File: src/rtl/tlc_signal_monitor.sv
`default_nettype none
// ============================================================================
// Module      : tlc_signal_monitor
// Description : Passive safety monitor for the traffic-light controller's
//               signal-head buses. It samples the four 3-bit light buses and
//               runs a phase tracker for each approach. It reports sticky
//               encoding, sequence, dwell, starvation and conflict errors, a
//               decoded green mask and a count of completed cycles.
// Revision    : 1.0  initial release
// ----------------------------------------------------------------------------
// Ports
//   clk          in   1  system clock, rising edge
//   rst          in   1  asynchronous reset, active low
//   L2R          in   3  light bus, approach 0, {red, yellow, green}
//   D2R          in   3  light bus, approach 1
//   L2D          in   3  light bus, approach 2
//   R2LandR2D    in   3  light bus, approach 3
//   clr_err      in   1  synchronous clear of all sticky error flags
//   green_mask   out  4  bit i = approach i sampled green
//   err_enc      out  4  sticky, illegal encoding on approach i
//   err_seq      out  4  sticky, illegal transition on approach i
//   err_dwell    out  4  sticky, short green / wrong yellow on approach i
//   err_starve   out  4  sticky, red held longer than MAX_RED on approach i
//   err_conflict out  1  sticky, conflicting approaches active together
//   err_any      out  1  OR of all error flags
//   cycle_cnt    out  8  approach-3 yellow->red transitions, wrapping
// ============================================================================
module tlc_signal_monitor #(
  parameter int MIN_GREEN = 5,
  parameter int YEL_CYC   = 2,
  parameter int MAX_RED   = 15
) (
  input  logic       clk,
  input  logic       rst,
  input  logic [2:0] L2R,
  input  logic [2:0] D2R,
  input  logic [2:0] L2D,
  input  logic [2:0] R2LandR2D,
  input  logic       clr_err,
  output logic [3:0] green_mask,
  output logic [3:0] err_enc,
  output logic [3:0] err_seq,
  output logic [3:0] err_dwell,
  output logic [3:0] err_starve,
  output logic       err_conflict,
  output logic       err_any,
  output logic [7:0] cycle_cnt
);

  localparam int N_APP = 4;

  // Legal one-hot light encodings {red, yellow, green}
  localparam logic [2:0] ENC_RED = 3'b100;
  localparam logic [2:0] ENC_YEL = 3'b010;
  localparam logic [2:0] ENC_GRN = 3'b001;

  // Tracker states
  localparam logic [1:0] ST_UNK = 2'd0;
  localparam logic [1:0] ST_GRN = 2'd1;
  localparam logic [1:0] ST_YEL = 2'd2;
  localparam logic [1:0] ST_RED = 2'd3;

  localparam logic [5:0] DWELL_SAT   = 6'd63;
  localparam logic [6:0] MIN_GREEN_C = 7'(MIN_GREEN);
  localparam logic [6:0] YEL_CYC_C   = 7'(YEL_CYC);
  localparam logic [6:0] STARVE_AT_C = 7'(MAX_RED + 1);

  // --------------------------------------------------------------------------
  // Sampling stage
  // --------------------------------------------------------------------------
  logic [N_APP-1:0][2:0] bus_w;
  logic [N_APP-1:0][2:0] samp_q;
  logic                  samp_vld_q;

  assign bus_w = {R2LandR2D, L2D, D2R, L2R};

  always_ff @(posedge clk or negedge rst) begin
    if (!rst) begin
      samp_q     <= '0;
      samp_vld_q <= 1'b0;
    end else begin
      samp_q     <= bus_w;
      samp_vld_q <= 1'b1;
    end
  end

  // Per-approach events for the current sample
  logic [N_APP-1:0] enc_ev_w;
  logic [N_APP-1:0] seq_ev_w;
  logic [N_APP-1:0] dwell_ev_w;
  logic [N_APP-1:0] starve_ev_w;
  logic [N_APP-1:0] act_w;
  logic             cyc_ev_w;

  // --------------------------------------------------------------------------
  // Per-approach phase trackers
  // --------------------------------------------------------------------------
  for (genvar i = 0; i < N_APP; i++) begin : g_trk
    logic [1:0] st_q;
    logic [1:0] st_d;
    logic [5:0] dwell_q;
    logic [5:0] dwell_d;
    logic       part_q;     // state was entered straight from UNK
    logic       part_d;
    logic [1:0] smp_st_w;
    logic       legal_w;
    logic [6:0] dwell_x_w;
    logic       enc_ev;
    logic       seq_ev;
    logic       dwl_ev;
    logic       stv_ev;

    // Decode the sample into the tracker state it represents
    always_comb begin
      legal_w  = 1'b1;
      smp_st_w = ST_UNK;
      case (samp_q[i])
        ENC_RED: smp_st_w = ST_RED;
        ENC_YEL: smp_st_w = ST_YEL;
        ENC_GRN: smp_st_w = ST_GRN;
        default: legal_w  = 1'b0;
      endcase
    end

    assign dwell_x_w     = {1'b0, dwell_q};
    assign green_mask[i] = samp_q[i][0];
    assign act_w[i]      = samp_vld_q && ((smp_st_w == ST_GRN) || (smp_st_w == ST_YEL));

    // State register
    always_ff @(posedge clk or negedge rst) begin
      if (!rst) begin
        st_q    <= ST_UNK;
        dwell_q <= '0;
        part_q  <= 1'b0;
      end else begin
        st_q    <= st_d;
        dwell_q <= dwell_d;
        part_q  <= part_d;
      end
    end

    // Next-state logic
    always_comb begin
      st_d    = st_q;
      dwell_d = dwell_q;
      part_d  = part_q;
      if (samp_vld_q) begin
        if (!legal_w) begin
          st_d    = ST_UNK;
          dwell_d = '0;
          part_d  = 1'b0;
        end else if (st_q == ST_UNK) begin
          st_d    = smp_st_w;
          dwell_d = 6'd1;
          part_d  = 1'b1;
        end else if (smp_st_w == st_q) begin
          if (dwell_q != DWELL_SAT) begin
            dwell_d = dwell_q + 6'd1;
          end
        end else begin
          // Any value change, legal or not, adopts the new value
          st_d    = smp_st_w;
          dwell_d = 6'd1;
          part_d  = 1'b0;
        end
      end
    end

    // Event outputs
    always_comb begin
      enc_ev = 1'b0;
      seq_ev = 1'b0;
      dwl_ev = 1'b0;
      stv_ev = 1'b0;
      if (samp_vld_q) begin
        if (!legal_w) begin
          enc_ev = 1'b1;
        end else if (st_q != ST_UNK) begin
          if (smp_st_w == st_q) begin
            // Fires only on the increment that reaches the limit, hence once
            // per red interval; a saturated counter never re-fires.
            if ((st_q == ST_RED) && !part_q && (dwell_q != DWELL_SAT) &&
                ((dwell_x_w + 7'd1) == STARVE_AT_C)) begin
              stv_ev = 1'b1;
            end
          end else begin
            case (st_q)
              ST_GRN: begin
                if (smp_st_w != ST_YEL) begin
                  seq_ev = 1'b1;
                end else if (!part_q && (dwell_x_w < MIN_GREEN_C)) begin
                  dwl_ev = 1'b1;
                end
              end
              ST_YEL: begin
                if (smp_st_w != ST_RED) begin
                  seq_ev = 1'b1;
                end else if (!part_q && (dwell_x_w != YEL_CYC_C)) begin
                  dwl_ev = 1'b1;
                end
              end
              default: begin
                if (smp_st_w != ST_GRN) begin
                  seq_ev = 1'b1;
                end
              end
            endcase
          end
        end
      end
    end

    assign enc_ev_w[i]    = enc_ev;
    assign seq_ev_w[i]    = seq_ev;
    assign dwell_ev_w[i]  = dwl_ev;
    assign starve_ev_w[i] = stv_ev;

    // The completed-cycle count follows the R2LandR2D head only; any Y->R
    // counts, including one that also raises a dwell error.
    if (i == N_APP - 1) begin : g_cyc
      assign cyc_ev_w = samp_vld_q && (st_q == ST_YEL) && (smp_st_w == ST_RED);
    end
  end

  // --------------------------------------------------------------------------
  // Sticky error flags and cycle counter
  // --------------------------------------------------------------------------
  logic [3:0] err_enc_q,    err_enc_d;
  logic [3:0] err_seq_q,    err_seq_d;
  logic [3:0] err_dwell_q,  err_dwell_d;
  logic [3:0] err_starve_q, err_starve_d;
  logic       err_conf_q,   err_conf_d;
  logic [7:0] cycle_cnt_q,  cycle_cnt_d;
  logic       conf_ev_w;

  assign conf_ev_w = (act_w[3] && (|act_w[2:0])) || (act_w[2] && act_w[1]);

  // A violation on the clearing edge is OR-ed in after the clear, so it wins.
  always_comb begin
    err_enc_d    = (clr_err ? 4'b0000 : err_enc_q)    | enc_ev_w;
    err_seq_d    = (clr_err ? 4'b0000 : err_seq_q)    | seq_ev_w;
    err_dwell_d  = (clr_err ? 4'b0000 : err_dwell_q)  | dwell_ev_w;
    err_starve_d = (clr_err ? 4'b0000 : err_starve_q) | starve_ev_w;
    err_conf_d   = (clr_err ? 1'b0    : err_conf_q)   | conf_ev_w;
    cycle_cnt_d  = cycle_cnt_q + {7'd0, cyc_ev_w};
  end

  always_ff @(posedge clk or negedge rst) begin
    if (!rst) begin
      err_enc_q    <= '0;
      err_seq_q    <= '0;
      err_dwell_q  <= '0;
      err_starve_q <= '0;
      err_conf_q   <= 1'b0;
      cycle_cnt_q  <= '0;
    end else begin
      err_enc_q    <= err_enc_d;
      err_seq_q    <= err_seq_d;
      err_dwell_q  <= err_dwell_d;
      err_starve_q <= err_starve_d;
      err_conf_q   <= err_conf_d;
      cycle_cnt_q  <= cycle_cnt_d;
    end
  end

  assign err_enc      = err_enc_q;
  assign err_seq      = err_seq_q;
  assign err_dwell    = err_dwell_q;
  assign err_starve   = err_starve_q;
  assign err_conflict = err_conf_q;
  assign err_any      = (|err_enc_q) | (|err_seq_q) | (|err_dwell_q) |
                        (|err_starve_q) | err_conf_q;
  assign cycle_cnt    = cycle_cnt_q;

endmodule
`default_nettype wire
File: config.mk
export PLATFORM = sky130hd
export DESIGN_NAME = tlc_signal_monitor
export DESIGN_NICKNAME = d
export VERILOG_FILES = /design/src/rtl/tlc_signal_monitor.sv
export SDC_FILE = /design/constraint.sdc
export NUM_CORES = 1
export LEC_CHECK = 0
export BUFFER_PORTS_ARGS = -buffer_cell sky130_fd_sc_hd__buf_2
export CAP_MARGIN = 15
export CORE_ASPECT_RATIO = 1.4
export CORE_MARGIN = 4
export CORE_UTILIZATION = 48
export DETAILED_ROUTE_END_ITERATION = 7
export PLACE_DENSITY = 0.7
export REMOVE_ABC_BUFFERS = 1
export SETUP_SLACK_MARGIN = 0.3
export SLEW_MARGIN = 20
export SYNTH_ARGS = -nofsm -noshare
export SYNTH_HDL_FRONTEND = slang
export SYNTH_SLANG_ARGS = --single-unit
File: constraint.sdc
create_clock -name clk -period 3.27 [get_ports clk]
set_input_delay 0.981 -clock clk [delete_from_list [all_inputs] [get_ports clk]]
set_output_delay 0.981 -clock clk [all_outputs]
set_load 0.01 [all_outputs]
==> metrics, run 1 <==
hold_buf cts 0; share of cells above drive strength 1 14.9%; clock insertion delay at the later pin of the skew report 0.34 ns; post-synth top area cell dfrtp_1; overall routed net length 11800 um; Final Instance Area 5610 um2; overall routing resource usage 20.3%; Worst Skew 0.00901 ns; CP peak stage delay 0.43 ns; Core Area 10300 um2; crit-path cells nor4_1, nand4_1, or4_1, buf_2; Main synth FF type dfrtp_1; MaxCap Viol Count 0; DRC Markers 0; Routed wire per std cell 16.8 um; Critical Path Source Type flop; synth top area cells dfrtp_1 37%, ha_1 11%, inv_1 3.9%; Die Wd 94.8 um; root buffer cell clkbuf_16; setup bufs post-CTS 0; Layout area overhead 10.7%; Sum Neg Setup Slack 0 ns; Hold Path Sink cycle_cnt[7]$_DFF_PN0_; initial core utilization 48.9%; vias 4170; EDFF count, synth 0; DR iter-0 viols 185; GRT overflow 0; floorplan row count 44; fill count 972; Vias per Instance 5.95; slowest library cell on the worst path or4_1; post-place instance area 5300 um2; Async SR Flop Fraction 100%; number of global-route vias before repair 4105; R2R Path Start samp_q[5]$_DFF_PN0_; PortBufs 44; area of the multi-input gates 2840 um2; die area 12300 um2; Mapped Area 5060 um2; critical path peak fanout 3; Leak Pwr 2.42 nW; Sink Count 74; Clock Path Buffers 2; GP Congestion 0.893; actual slew at the worst max-slew pin 0.921 ns; status finished, final reports clean; CTS Buf Count 9; H-tree depth 3; Hold Path Origin cycle_cnt[7]$_DFF_PN0_; Yosys top cell area share 36.6%; Yosys reg bits 74; antenna cells 0; share of the yosys chip area belonging to registers 36.6%; Ports 45; period utilisation layout 87.2%; CP arrival 1.87 ns; antenna viol nets, final 0; first-pass GRT wire length 19800 um; VDD IR max 0.328 mV; final hold vios 0; Final Max Tran Viols 0; min-delay worst type reg2reg; clk slew on worst S/H paths 0.06 ns; PD cells 441 nW/um2; final setup fails 0; R2R depth 7; Final Critical Period 2.85 ns; worst flop-to-flop path endpoint err_seq[1]$_DFF_PN0_; Worst Path Class, Setup reg2out; CTS tree built; Cells on Worst Hold Path 1; syn avg cell area 9.55 um2; largest net degree at the start of global routing 75; flop2flop setup slack 1.09 ns; 1st-pass router iterations 4; post-CTS sizing 0; number of synthesis warnings 0; hpwl dp 8550 um; register area 1850 um2; required time of the worst setup path 2.29 ns; Die Y-Extent 130 um; Fmax 351 MHz; initial antenna violation count 0; Cells after Synth 530; max_slew headroom 38.6%; Critical Path Sink Type output pin; RSZ-0062 raised after global routing no; nets@finish 616; Unique masters post-synth 73
-- worst max-delay path: cells and delay by family, from the launching register on --
family                 cells  cell delay (ns)
DFF                        1             0.41
buffers and inverters      1             0.15
and+or+nand+nor            3             0.96
-- routing by layer --
| layer | share of wire [%] | vias up | global-route usage, % |
|---|---|---|---|
| li1 | - | 2017 | - |
| met1 | 44 | 2046 | 25.5 |
| met2 | 50 | 88 | 33.7 |
| met3 | 3.5 | 19 | 3.48 |
| met4 | 2.0 | 0 | 9.60 |
| met5 | 0 | - | 0 |
-- cell usage after synthesis (5+ instances only) --
cell type / count
clkbuf_1: 8
nor2_1: 18
a21oi_1: 27
dfrtp_1: 74
nand4_1: 7
a31oi_1: 9
and3_1: 7
o22ai_1: 15
nand4bb_1: 6
or4_1: 5
ha_1: 43
a21oi_2: 5
mux2i_1: 9
o21a_1: 5
xor2_1: 6
xnor2_1: 15
o221ai_1: 8
o211ai_1: 9
buf_4: 8
inv_1: 52
nand2b_1: 6
buf_2: 7
nand3_1: 17
o21ai_1: 6
nand2_1: 29
o32ai_1: 10
nor3_1: 9
o21ai_0: 10
-- final cells by class --
type	count	area share, %
multi-input cells	374	50.7
clock inverters	7	1.38
flip-flops and latches	74	33.0
repair buffers	46	4.24
inverters	53	3.55
well taps	138	3.08
clock buffers	9	4.02
-- per-stage QoR --
step | utilization [%] | setup slack (ns) | total power, mW | hold WS [ns] | instances
after floorplan | - | 0.800 | 1.32 | 0.469 | 501
after global placement | 51.2 | 0.786 | 1.47 | 0.460 | 685
after detailed placement | 51.2 | 0.782 | 1.48 | 0.471 | 685
after CTS | 54.2 | 0.396 | 2.49 | 0.484 | 701
after global routing | 54.2 | 0.384 | 2.58 | 0.500 | 701
final | 54.2 | 0.418 | 2.47 | 0.480 | 701
-- power by group --
group	internal (mW)	total (mW)	switching (mW)	leakage (nW)
sequential	0.972	1.06	0.0858	0.974
clock	0.596	1.01	0.411	0.146
combinational	0.163	0.407	0.244	1.30
-- cell usage in the layout (no fill, tap or decap), types with 5 or more instances in the layout --
cell type and n:
nand2b_1 6, o21ai_1 6, xor2_1 6, a21oi_1 27, o21a_1 5, and3_1 7
a21oi_2 5, nand3_1 17, nor2_1 18, o21ai_0 10, o211ai_1 9, nand4bb_1 6
nor3_1 9, nand2_1 29, xnor2_1 15, nand4_1 7, o221ai_1 8, or4_1 5
clkbuf_16 9, o22ai_1 15, buf_2 43, a31oi_1 9, mux2i_1 9, dfrtp_1 74
inv_1 52, ha_1 43, o32ai_1 10
-- sequential cells by signal (all words and copies together) (netlist names) --
| name | flops |
|---|---|
| g_trk.dwell_q | 24 |
| cycle_cnt | 8 |
| g_trk.st_q | 8 |
| samp_q | 8 |
| err_dwell | 4 |
| err_enc | 4 |
| err_seq | 4 |
| err_starve | 4 |
| g_trk.part_q | 4 |
| green_mask | 4 |
| err_conflict | 1 |
| samp_vld_q | 1 |
-- cell families (layout without fill, tap and decap cells) --
family | count (synthesis) | count (layout) | share of synthesized area [%]
DFF | 74 | 74 | 36.6
xor gates and xnor gates | 21 | 21 | 3.63
buffers and inverters | 82 | 115 | 7.29
and+or+nand+nor | 148 | 148 | 17.5
AOI/OAI and AO/OA | 146 | 146 | 21.2
adders and majority gates | 47 | 47 | 11.5
muxes | 11 | 11 | 2.22
other | 1 | 1 | 0.0741
-- how the worst max path moves through the flow --
stage                                       start                endpoint  slack, ns
after floorplan              samp_vld_q$_DFF_PN0_  cycle_cnt[6]$_DFF_PN0_       0.80
after global placement    err_starve[2]$_DFF_PN0_                 err_any       0.79
after detailed placement   err_dwell[0]$_DFF_PN0_                 err_any       0.78
after CTS                  err_dwell[0]$_DFF_PN0_                 err_any       0.40
after global routing       err_dwell[0]$_DFF_PN0_                 err_any       0.38
final                        err_seq[2]$_DFF_PN0_                 err_any       0.42
No activity file was read; power rests on OpenSTA's default activity.
==> inputs of run 2 (changes only) <==
- CORE_UTILIZATION: 48 -> 41
- PLACE_DENSITY: 0.7 -> 0.61
==> run 2 against run 1 <==
Final cell count up 1.1%. Non-clock buffer count shrank 1. Combinational power increased by 1%. Clock skew down 0.0017 ns. Global-route usage shrank 2.1 points. Clock power is essentially flat.
==> metrics, run 2 (synthesized netlist as in run 1, its figures left out) <==
Sink Count 74 (unchanged); switching share of power 28.9% (-1.0 points); root buffer cell clkbuf_16; CTS tree built; Critical Path Sink Type output pin; setup bufs post-CTS 0 (unchanged); crit-path cells nor4_1, nand4_1, or4_1, buf_2; slowest library cell on the worst path or4_1; placed cell count 693 (+1.2%); DRC Markers 0 (unchanged); overall routing resource usage 18.2% (-2.1 points); nets@finish 615 (-0.16%); most common cell after layout, fill and taps aside dfrtp_1; actual slew at the worst max-slew pin 0.964 ns (+0.0430 ns); largest reg by FF count g_trk.dwell_q; Routed wire per std cell 17.3 um (+2.8%); VDD IR max 0.412 mV (+25%); floorplan row count 47 (+6.8%); initial core utilization 42.4% (-6.5 points); min-delay worst type reg2reg; RSZ-0062 raised after global routing no; largest net degree at the start of global routing 75 (unchanged); period utilisation layout 87.4% (+0.17 points); clock share of power 40.2% (-0.5 points); Psw 711 uW (-3.9%); MaxCap Viol Count 0 (unchanged); number of global-route vias before repair 4276 (+4.2%); Layout Utilization 47.0% (-7.2 points); post-CTS sizing 0 (unchanged); most frequent cells in the layout 74 x dfrtp_1, 52 x inv_1, 43 x ha_1, 43 x buf_2, 29 x nand2_1; hpwl dp 9020 um (+5.6%); Vias per Instance 5.89 (-0.91%); Sum Neg Setup Slack 0 ns (unchanged); H-tree depth 3 (unchanged); initial antenna violation count 0 (unchanged); flop2flop setup slack 1.09 ns (about the same); Layout area overhead 10.7% (about the same); R2R depth 7 (unchanged); fin cells 709 (+1.1%); vias 4179 (+0.22%); Worst Path Class, Setup reg2out; DR iter-0 viols 138 (-25%); final setup fails 0 (unchanged); status finished, final reports clean; Int Pwr 1.75 mW (+0.94%); Die Y-Extent 139 um (+7.7%); Fin Hold WS 0.472 ns (-0.00789 ns); Final Instance Area 5610 um2 (about the same); die area 14200 um2 (+16%); Final Critical Period 2.86 ns (+0.00557 ns); Cells on Worst Hold Path 1 (unchanged); Fmax 350 MHz (-0.19%); 1st-pass router iterations 5 (+1); Sequential Power Share 43.0% (+0.2 points); Die Wd 102 um (+7.5%); first-pass GRT wire length 20700 um (+4.7%); Clock Path Buffers 2 (unchanged); Worst Skew 0.00730 ns (-0.00172 ns); post-place instance area 5310 um2 (about the same); GRT overflow 0 (unchanged); clk slew on worst S/H paths 0.06 ns (about the same); critical path peak fanout 3 (unchanged); max reg flops 24 (unchanged); max_slew headroom 35.7% (-2.9 points); PD cells 439 nW/um2 (-0.48%); Core Area 11900 um2 (+15%); required time of the worst setup path 2.29 ns (about the same); overall routed net length 12300 um (+4.0%); clock insertion delay at the later pin of the skew report 0.34 ns (about the same); share of cells above drive strength 1 14.4% (-0.51 points); GP Congestion 0.869 (-2.7%); Final Max Tran Viols 0 (unchanged); CP peak stage delay 0.43 ns (about the same); Gate power share 16.8% (+0.3 points); PortBufs 44 (unchanged); CTS Buf Count 9 (unchanged); CP arrival 1.88 ns (about the same); antenna viol nets, final 0 (unchanged); final hold vios 0 (unchanged); antenna cells 0 (unchanged); Leak Pwr 2.41 nW (-0.33%); Critical Path Source Type flop; hold_buf cts 0 (unchanged); Ports 45 (unchanged)
run 2: cell types whose count changed in the layout (fill, tap and decap cells not counted), sizes merged:
| cell | before | now |
|---|---|---|
| clkbuf | 9 | 12 |
| clkinv | 5 | 3 |
| buf | 46 | 45 |
| inv | 53 | 52 |
run 2: area by class of cell:
type | count | area (um2)
clock inverters | 4 | 51.3
inverters | 53 | 199
clock buffers | 12 | 246
well taps | 147 | 184
fillers | 1140 | 6330
multi-input cells | 374 | 2840
repair buffers | 45 | 230
flip-flops and latches | 74 | 1850
run 2: worst max-delay path: cells and delay by family, from the launching register on:
family | cells | cell delay, ns
DFF | 1 | 0.41
and+or+nand+nor | 3 | 0.98
buffers and inverters | 1 | 0.15
run 2: layer usage:
metal / vias up / part of all wire, % / track usage [%]
met5: - / 0 / 0
met4: 0 / 2.5 / 8.09
met2: 99 / 51 / 30.1
met3: 23 / 4.9 / 4.31
li1: 2014 / - / -
met1: 2043 / 42 / 22.1
run 2: final timing paths:
path	startpoint	endpoint
min	cycle_cnt[7]$_DFF_PN0_	cycle_cnt[7]$_DFF_PN0_
max	err_seq[2]$_DFF_PN0_	err_any
min in group asynchronous	rst	g_trk[0].st_q[0]$_DFFE_PN0P_
max in group asynchronous	rst	g_trk[3].dwell_q[2]$_DFFE_PN0P_
max reg2reg	green_mask[3]$_DFF_PN0_	cycle_cnt[6]$_DFF_PN0_
min reg2reg	cycle_cnt[7]$_DFF_PN0_	cycle_cnt[7]$_DFF_PN0_
run 2: metrics by stage:
stage	total power [mW]	worst slack [ns]
after floorplan	1.32	0.800
after CTS	2.49	0.374
after global routing	2.59	0.327
after global placement	1.48	0.758
after detailed placement	1.49	0.741
final	2.46	0.412
run 2: power by group through the flow:
stage / Clock [mW] / Sequential [mW] / Combinational, mW
CTS: 1.01 / 1.06 / 0.416
global placement: 0 / 1.07 / 0.410
detailed placement: 0 / 1.07 / 0.414
floorplan: 0 / 1.07 / 0.256
finish: 0.988 / 1.06 / 0.413
global route: 1.06 / 1.07 / 0.463
